**src/rtl/arilla_bus_arbiter.sv**
```systemverilog
// Round-robin arbiter that shares one arilla bus slave segment between NumMasters requesters.
// The grant is held until completion, abandon or timeout. The slave side is driven from the grantee.
module arilla_bus_arbiter #(
  parameter int unsigned NumMasters    = 2,
  parameter int unsigned DataWidth     = 32,
  parameter int unsigned AddressWidth  = 32,
  parameter int unsigned TimeoutCycles = 255,
  localparam int unsigned BeWidth      = DataWidth / 8,
  localparam int unsigned Aw           = AddressWidth - $clog2(BeWidth)
) (
  input  logic                            clk_i,
  input  logic                            rst_i,
  input  logic [NumMasters-1:0]           m_read_i,
  input  logic [NumMasters-1:0]           m_write_i,
  input  logic [NumMasters*Aw-1:0]        m_address_i,
  input  logic [NumMasters*BeWidth-1:0]   m_byte_enable_i,
  input  logic [NumMasters*DataWidth-1:0] m_wdata_i,
  output logic [DataWidth-1:0]            m_rdata_o,
  output logic [NumMasters-1:0]           m_available_o,
  output logic [NumMasters-1:0]           m_intercept_o,
  output logic [NumMasters-1:0]           m_error_o,
  output logic                            s_read_o,
  output logic                            s_write_o,
  output logic [Aw-1:0]                   s_address_o,
  output logic [BeWidth-1:0]              s_byte_enable_o,
  output logic [DataWidth-1:0]            s_wdata_o,
  input  logic [DataWidth-1:0]            s_rdata_i,
  input  logic                            s_available_i,
  input  logic                            s_intercept_i
);

  localparam int unsigned IdxW  = $clog2(NumMasters);
  localparam int unsigned TcntW = (TimeoutCycles == 0) ? 1 : $clog2(TimeoutCycles + 1);
  localparam logic [TcntW-1:0] TcntLimit = TcntW'(TimeoutCycles);
  localparam logic [IdxW-1:0]  LastIdx   = IdxW'(NumMasters - 1);

  typedef enum logic [0:0] {StIdle, StBusy} state_e;

  state_e                state_q;
  logic [IdxW-1:0]       g_q;
  logic [IdxW-1:0]       p_q;
  logic [TcntW-1:0]      tcnt_q;

  logic [NumMasters-1:0] req;
  logic [IdxW-1:0]       pick;
  logic [IdxW-1:0]       g_next;
  int unsigned           scan_idx;
  logic                  any_req;
  logic                  busy;
  logic                  g_req;
  logic                  tmo_reached;
  logic                  complete;
  logic                  abandon;
  logic                  timeout;

  assign req     = m_read_i | m_write_i;
  assign any_req = |req;
  assign busy    = (state_q == StBusy);
  assign g_req   = req[g_q];
  assign g_next  = (g_q == LastIdx) ? '0 : g_q + 1'b1;

  assign tmo_reached = (TimeoutCycles != 0) && (tcnt_q >= TcntLimit);

  // A completion wins over abandon and timeout; an abandon suppresses the timeout strobe.
  assign complete = busy & s_available_i;
  assign abandon  = busy & ~s_available_i & ~g_req;
  assign timeout  = busy & ~s_available_i & g_req & tmo_reached;

  // Scan from the highest offset down so the nearest requester at or after p_q wins.
  always_comb begin
    scan_idx = 0;
    pick     = p_q;
    for (int k = NumMasters - 1; k >= 0; k--) begin
      scan_idx = (int'(p_q) + k) % NumMasters;
      if (req[scan_idx]) begin
        pick = IdxW'(scan_idx);
      end
    end
  end

  always_comb begin
    m_rdata_o       = '0;
    m_available_o   = '0;
    m_intercept_o   = '0;
    m_error_o       = '0;
    s_read_o        = 1'b0;
    s_write_o       = 1'b0;
    s_address_o     = '0;
    s_byte_enable_o = '0;
    s_wdata_o       = '0;
    if (busy) begin
      s_read_o             = m_read_i[g_q] & ~timeout;
      s_write_o            = m_write_i[g_q] & ~timeout;
      s_address_o          = m_address_i[int'(g_q)*Aw +: Aw];
      s_byte_enable_o      = m_byte_enable_i[int'(g_q)*BeWidth +: BeWidth];
      s_wdata_o            = m_wdata_i[int'(g_q)*DataWidth +: DataWidth];
      m_intercept_o[g_q]   = s_intercept_i;
      m_available_o[g_q]   = complete | timeout;
      m_error_o[g_q]       = timeout;
      if (complete) begin
        m_rdata_o = s_rdata_i;
      end
    end
  end

  always_ff @(posedge clk_i) begin
    if (rst_i) begin
      state_q <= StIdle;
      g_q     <= '0;
      p_q     <= '0;
      tcnt_q  <= '0;
    end else begin
      unique case (state_q)
        StIdle: begin
          if (any_req) begin
            g_q     <= pick;
            tcnt_q  <= '0;
            state_q <= StBusy;
          end
        end
        StBusy: begin
          if (complete || timeout) begin
            p_q     <= g_next;
            state_q <= StIdle;
          end else if (abandon) begin
            state_q <= StIdle;
          end else if (tcnt_q != '1) begin
            tcnt_q <= tcnt_q + 1'b1;
          end
        end
        default: state_q <= StIdle;
      endcase
    end
  end

endmodule

```
**config.mk**
```make
export PLATFORM = sky130hd
export DESIGN_NAME = arilla_bus_arbiter
export DESIGN_NICKNAME = d
export VERILOG_FILES = /design/src/rtl/arilla_bus_arbiter.sv
export SDC_FILE = /design/constraint.sdc
export NUM_CORES = 1
export LEC_CHECK = 0
export ABC_CLOCK_PERIOD_IN_PS = 2000
export BUFFER_PORTS_ARGS = -buffer_cell sky130_fd_sc_hd__buf_2
export CAP_MARGIN = 20
export CORE_AREA = 3 3 107 109
export DETAILED_ROUTE_END_ITERATION = 16
export DIE_AREA = 0 0 110 112
export HOLD_SLACK_MARGIN = 0.02
export SETUP_SLACK_MARGIN = 0.4
export SLEW_MARGIN = 10
export SYNTH_ARGS = -nofsm -noshare
export SYNTH_HDL_FRONTEND = slang
export SYNTH_SLANG_ARGS = --single-unit
```
**constraint.sdc**
```tcl
create_clock -name clk_i -period 2 [get_ports clk_i]
set_clock_uncertainty 0.1 [all_clocks]
set_input_delay 0.3 -clock clk_i [delete_from_list [all_inputs] [get_ports clk_i]]
set_output_delay 0.3 -clock clk_i [all_outputs]
set_load 0.01 [all_outputs]
```
==> results.py, run 1 <==
metrics = {
    "synthesis": {
        "yosys.area_share.adder": 0.006527,
        "synth_compound_gate_area_share": 0.08290,
        "seq_area_frac_synth": 0.1149,
        "ys.flop_type": "dfxtp_1",
        "synth_area_leaders": "mux2i_1, nor2_1, and3_1, dfxtp_1, clkbuf_1",
        "netlist_instances": 274,
        "synth_area_sq_mm": 0.001917,
        "synth_top_family_by_area": "simple AND/OR/NAND/NOR gates",
        "synth.most_common_cell": "nor2_1",
        "synth.top_cell.area_share": 0.3655,
        "ys_async_sr_fraction": 0,
        "synth_warnings": 0,
        "synthMuxAreaShare": 0.3655,
        "yosysTopAreaCell": "mux2i_1",
        "avgSynthCellArea_sq_um": 6.996,
        "synthXorXnorAreaFrac": 0,
        "synth-edff-count": 0,
        "syn-num-nets": 447,
        "synthSimpleGateAreaFrac": 0.3727,
        "synthTopCellsByCount": "nor2_1, mux2i_1, and3_1",
        "synth_cell_types": 40,
        "ys_ff_latch": 11,
    },
    "pwr": {
        "powerDensity_mw_per_mm2": 326.1,
        "leakagePower_nw": 2.581,
        "irDropWorstVdd_v": 0.0002602,
        "p_total_mw": 1.583,
    },
    "route": {
        "dr_total_vias": 3392,
        "postRouteAntennaNets": 0,
        "routed_wirelength_microns": 13240,
        "routed_via_density": 4.609,
        "dr.pass1.iters": 6,
        "wl_per_cell_microns": 17.99,
        "initialDrtViolationCount": 156,
        "drc": 0,
    },
    "critical_path": {
        "startpoint_type": "flip-flop",
        "end_kind": "output pin",
        "cp-startpoint": "g_q$_SDFFE_PP0P_",
        "r2r-end": "tcnt_q[0]$_SDFFE_PP0P_",
        "path_buf_inv": 1,
        "crit_type": "reg2out",
        "rr_worst_depth": 6,
        "crit_family": "simple AND/OR/NAND/NOR gates",
        "r2r_setup_slack_ns": 0.07,
        "cp.required_ns": 1.60,
        "r2r-start": "g_q$_SDFFE_PP0P_",
        "crit_top_cell": "or3_4",
        "max_stage_delay_ns": 0.38,
        "path_cells": "nor3b_4, or3_4, or3_4, nor2_4, buf_6",
        "cp_max_fo": 3,
        "slowest_stage": "or3_4",
        "crit_arrival_ns": 1.70,
    },
    "layout": {
        "nNetsFinal": 768,
        "instances_no_fill": 736,
        "nFillCells": 1032,
        "area_growth_pct": 153.3,
        "drive_above_1_share": 0.6785,
        "fin_util": 0.4539,
        "design_area_sq_mm": 0.004856,
    },
    "placement": {
        "gp_congestion": 0.8323,
        "io_buffer_count": 277,
        "dpl.hpwl_microns": 8671,
        "dpl_cell_area_sq_mm": 0.003518,
        "post-place-ws_ns": 0.04492,
        "placed_cells": 677,
    },
    "clock_network": {
        "root_buffer": "clkbuf_8",
        "cts_hold_buf": 0,
        "clkSlewWorstSetupHoldPaths_ns": 0.06,
        "cts_tree": "yes",
        "clock_sinks": 11,
        "htree_levels": 1,
        "cts_buffer_depth": 2,
        "clk_latency_ns": 0.24,
        "numCtsBuffers": 3,
    },
    "global_route": {
        "grt_first_pass_wirelength_microns": 18290,
        "gr-total-overflow": 0,
        "grt_pass1_vias": 3289,
        "grt_start_max_net_pins": 72,
        "antenna_found_initial": 2,
        "grt_usage": 0.1930,
    },
    "min_path": {
        "holdPathEnd": "busy$_SDFF_PP0_",
        "hold_depth": 2,
        "min-delay-start": "rst_i",
        "hold_class": "in2reg",
    },
    "sta": {
        "tightestPinTransition_ns": 0.3307,
        "hold_viol": 0,
        "rsz0062_at_grt": "true",
        "slew_headroom": 0.7796,
        "fmax_mhz": 475.8,
        "period_share": 1.051,
        "period_needed_ns": 2.102,
        "hold_slack_ns": 0.2218,
        "fin_tns_setup_ns": -1.029,
        "final_max_slew_viol_count": 0,
        "setup_ws_ns": -0.1016,
        "finalSetupViolCount": 33,
    },
    "floorplanning": {
        "fp-row-count": 38,
        "die_h_microns": 112,
        "die_w_microns": 110,
        "core_sq_mm": 0.01070,
        "dieArea_sq_mm": 0.01232,
        "num_io_pins": 278,
        "initial_core_util": 0.1792,
    },
    "status": {
        "status": "complete, but fails checks",
        "violations": "negative setup slack",
    },
    "run": {
        "cap_violations": 0,
    },
}
-- per-layer routing --
layer | share of wire | GRT usage | wire length, microns
met5 | 0 | 0 | 0
met3 | 0.065 | 0.02493 | 857
met4 | 0.023 | 0.06484 | 303
met1 | 0.38 | 0.2278 | 5025
met2 | 0.53 | 0.3511 | 7051
-- worst register-to-register path, delay by kind of cell (launching register included) --
family	cells	cell delay [ns]
AND/OR/NAND/NOR	3	0.95
flip-flops	1	0.35
buffers and inverters	2	0.27
multiplexers	1	0.14
-- area by class of cell --
class | instances | area, sq um | share of cell area
repair buffers | 341 | 2461 | 0.5068
clock buffers | 4 | 45.04 | 0.009276
inverters | 2 | 10.01 | 0.002061
diodes | 2 | 5.005 | 0.001031
flip-flops and latches | 11 | 237.7 | 0.04896
multi-input cells | 236 | 1922 | 0.3958
well taps | 140 | 175.2 | 0.03607
-- where the power goes --
part	switching, mW	leakage, nW	internal (mW)
Combinational	0.505	2.46	0.615
Sequential	0.00629	0.0939	0.224
Clock	0.0930	0.0228	0.141
Total	0.604	2.58	0.979
-- registers in the layout (all words and copies together) (netlist names) --
signal / flops
busy: 1
tcnt_q: 8
p_q: 1
g_q: 1
-- cell usage in the layout, fill, tap and decap left out, types with 3 or more instances in the layout --
cell and n:
nand2_1 5, buf_16 16, buf_12 13, mux2i_1 57, buf_2 268, nor2_1 69
dfxtp_2 5, and3_1 35, clkbuf_8 3, nor4_4 3, buf_4 25, mux2i_4 7
mux2i_2 6, dfxtp_1 3, dfxtp_4 3, o21ai_0 3, buf_6 17
-- worst max path at each step --
| stage | endpoint | slack (ns) | cells after the start |
|---|---|---|---|
| final | m_error_o[0] | -0.10 | 5 |
| after global routing | m_error_o[1] | -0.16 | 5 |
| after CTS | m_error_o[1] | -0.19 | 5 |
| after detailed placement | m_error_o[0] | 0.04 | 5 |
| after global placement | m_error_o[0] | 0.06 | 5 |
| after floorplan | m_error_o[1] | 0.24 | 4 |
-- repair_timing --
action | CTS | global route
pin swaps | 15 | 24
cloned | 15 | 1
buffers inserted | 25 | 12
endpoints found under the setup margin | 114 | 116
resized for setup | 79 | 43
hold endpoints to repair | 0 | 0
-- logic make-up after synthesis --
group / Yosys count
flops: 11
simple gates: 143
fa+ha+maj: 1
mux: 70
buf+inv: 27
compound gates: 22
Note: power is estimated with default switching activity, not from simulation.
==> inputs of run 2 (changes only) <==
--- a/config.mk
+++ b/config.mk
@@ -9,9 +9,11 @@
 export BUFFER_PORTS_ARGS = -buffer_cell sky130_fd_sc_hd__buf_2
 export CAP_MARGIN = 20
 export CORE_AREA = 3 3 107 109
+export CTS_BUF_LIST = sky130_fd_sc_hd__clkbuf_16
 export DETAILED_ROUTE_END_ITERATION = 16
 export DIE_AREA = 0 0 110 112
 export HOLD_SLACK_MARGIN = 0.02
+export PLACE_DENSITY = 0.52
 export SETUP_SLACK_MARGIN = 0.4
 export SLEW_MARGIN = 10
 export SYNTH_ARGS = -nofsm -noshare
==> run 2 against run 1 <==
The run still ends with negative setup slack left. Cell area down 8.0%. Critical path depth unchanged. First-iteration DRC count shrank 22%. Non-clock buffer count shrank 19. Sequential cell count is the same. Wire length fell by 13%. Worst hold slack worse by 0.0035 ns. Register-to-register slack got worse by 0.14 ns. Setup slack worse by 0.018 ns. Fmax is 0.83% lower. Combinational power decreased by 12%. Largest cell class unchanged. Largest power group unchanged.
==> results.py, run 2 (synthesis gave the netlist of run 1 again) <==
metrics = {
    "route": {
        "wl_per_cell_microns": 16.04,
        "routed_wirelength_microns": 11470,
        "postRouteAntennaNets": 0,
        "drc": 0,
        "dr.pass1.iters": 4,
        "dr_total_vias": 3235,
        "initialDrtViolationCount": 122,
        "routed_via_density": 4.524,
    },
    "sta": {
        "rsz0062_at_grt": "true",
        "hold_viol": 0,
        "period_needed_ns": 2.119,
        "tightestPinTransition_ns": 0.3481,
        "final_max_slew_viol_count": 0,
        "setup_ws_ns": -0.1191,
        "fmax_mhz": 471.9,
        "slew_headroom": 0.7679,
        "period_share": 1.060,
        "finalSetupViolCount": 5,
    },
    "clock_network": {
        "clock_sinks": 11,
        "cts_buffer_depth": 2,
        "htree_levels": 1,
        "root_buffer": "clkbuf_16",
        "cts_hold_buf": 0,
        "numCtsBuffers": 3,
        "clk_latency_ns": 0.24,
        "clkSlewWorstSetupHoldPaths_ns": 0.04,
        "cts_tree": "yes",
    },
    "layout": {
        "drive_above_1_share": 0.6661,
        "area_growth_pct": 133.2,
        "instances_no_fill": 715,
        "antenna_cells": 0,
        "design_area_sq_mm": 0.004469,
        "largest_register_ffs": 8,
        "nFillCells": 1069,
        "regMostFlops": "tcnt_q",
        "layout.cells.most_common": "buf_2",
        "nNetsFinal": 749,
        "final_cell_mix": "buf_2, nor2_1, mux2i_1",
    },
    "critical_path": {
        "max_stage_delay_ns": 0.41,
        "startpoint_type": "flip-flop",
        "cp.required_ns": 1.60,
        "crit_top_cell": "or3_4",
        "crit_type": "reg2out",
        "path_cells": "nor3b_4, or3_4, or3_4, nor2_4, buf_6",
        "crit_arrival_ns": 1.72,
        "cp_max_fo": 3,
        "slowest_stage": "or3_4",
        "end_kind": "output pin",
    },
    "floorplanning": {
        "dieArea_sq_mm": 0.01232,
        "num_io_pins": 278,
        "initial_core_util": 0.1792,
        "die_h_microns": 112,
        "fp-row-count": 38,
        "die_w_microns": 110,
        "core_sq_mm": 0.01070,
    },
    "pwr": {
        "leakagePower_nw": 2.421,
        "powerDensity_mw_per_mm2": 354.0,
        "irDropWorstVdd_v": 0.0003223,
    },
    "status": {
        "violations": "negative setup slack",
        "status": "complete, but fails checks",
    },
    "placement": {
        "placed_cells": 680,
        "io_buffer_count": 277,
        "dpl_cell_area_sq_mm": 0.003528,
        "gp_congestion": 0.8020,
        "dpl.hpwl_microns": 8298,
    },
    "global_route": {
        "grt_first_pass_wirelength_microns": 16370,
        "grt_start_max_net_pins": 48,
        "grt_pass1_vias": 3195,
        "grt_usage": 0.1653,
        "antenna_found_initial": 1,
        "gr-total-overflow": 0,
    },
    "min_path": {
        "hold_class": "in2reg",
    },
    "run": {
        "cap_violations": 0,
    },
}
[run 2: per-layer routing]
| layer | GRT usage | part of all wire | wire length (microns) | vias to the layer above |
|---|---|---|---|---|
| li1 | - | - | - | 1590 |
| met1 | 0.2000 | 0.39 | 4496 | 1486 |
| met2 | 0.3078 | 0.52 | 5930 | 148 |
| met3 | 0.03130 | 0.084 | 958 | 9 |
| met4 | 0.01496 | 0.0059 | 68 | 2 |
| met5 | 0 | 0.0011 | 13 | - |
[run 2: metrics by stage]
stage | setup WS [ns] | hold slack [ns] | total power, mW | utilization | setup TNS (ns)
floorplan | 0.2418 | 0.2617 | 0.6088 | - | 0
global placement | 0.04817 | 0.3866 | 0.9618 | 0.3298 | 0
detailed placement | 0.04019 | 0.4070 | 0.9706 | 0.3298 | 0
CTS | -0.2073 | 0.2117 | 1.536 | 0.3949 | -0.4865
global route | -0.1728 | 0.2262 | 1.671 | 0.4178 | -1.257
finish | -0.1191 | 0.2183 | 1.582 | 0.4178 | -0.3370
[run 2: critical path, delay by kind of cell, from the launching register on]
family                 cells  cell delay [ns]
AND/OR/NAND/NOR            4             1.03
flip-flops                 1             0.34
buffers and inverters      1             0.10
[run 2: report_power, final]
group	switching, mW	total [mW]	internal, mW
clock network	0.107	0.370	0.263
logic	0.458	0.982	0.524
registers	0.00666	0.230	0.223
total	0.572	1.58	1.01
[run 2: final timing paths]
path / slack [ns] / depth (start not counted) / from / end
worst max-delay path: -0.12 / 5 / g_q$_SDFFE_PP0P_ / m_error_o[1]
worst min-delay path: 0.22 / 2 / rst_i / busy$_SDFF_PP0_
worst max register to register: -0.07 / 7 / g_q$_SDFFE_PP0P_ / tcnt_q[6]$_SDFFE_PP0P_
worst min register to register: 0.39 / 1 / tcnt_q[5]$_SDFFE_PP0P_ / tcnt_q[5]$_SDFFE_PP0P_
[run 2: area by class of cell]
cell class / count / area (sq um) / area share
clock inverter: 1 / 3.754 / 0.0008399
multi-input combinational: 236 / 1883 / 0.4213
timing repair buffer: 322 / 2086 / 0.4667
sequential: 11 / 239.0 / 0.05347
inverter: 2 / 7.507 / 0.001680
tap: 140 / 175.2 / 0.03919
clock buffer: 3 / 75.07 / 0.01680
[run 2: what timing repair did]
item                       4_1_cts  5_1_grt
hold endpoints to repair         0        0
gates resized for setup         56       42
setup endpoints to repair       84       94
gates cloned                    10        0
pin swaps                        7        9
setup buffers                   15        6
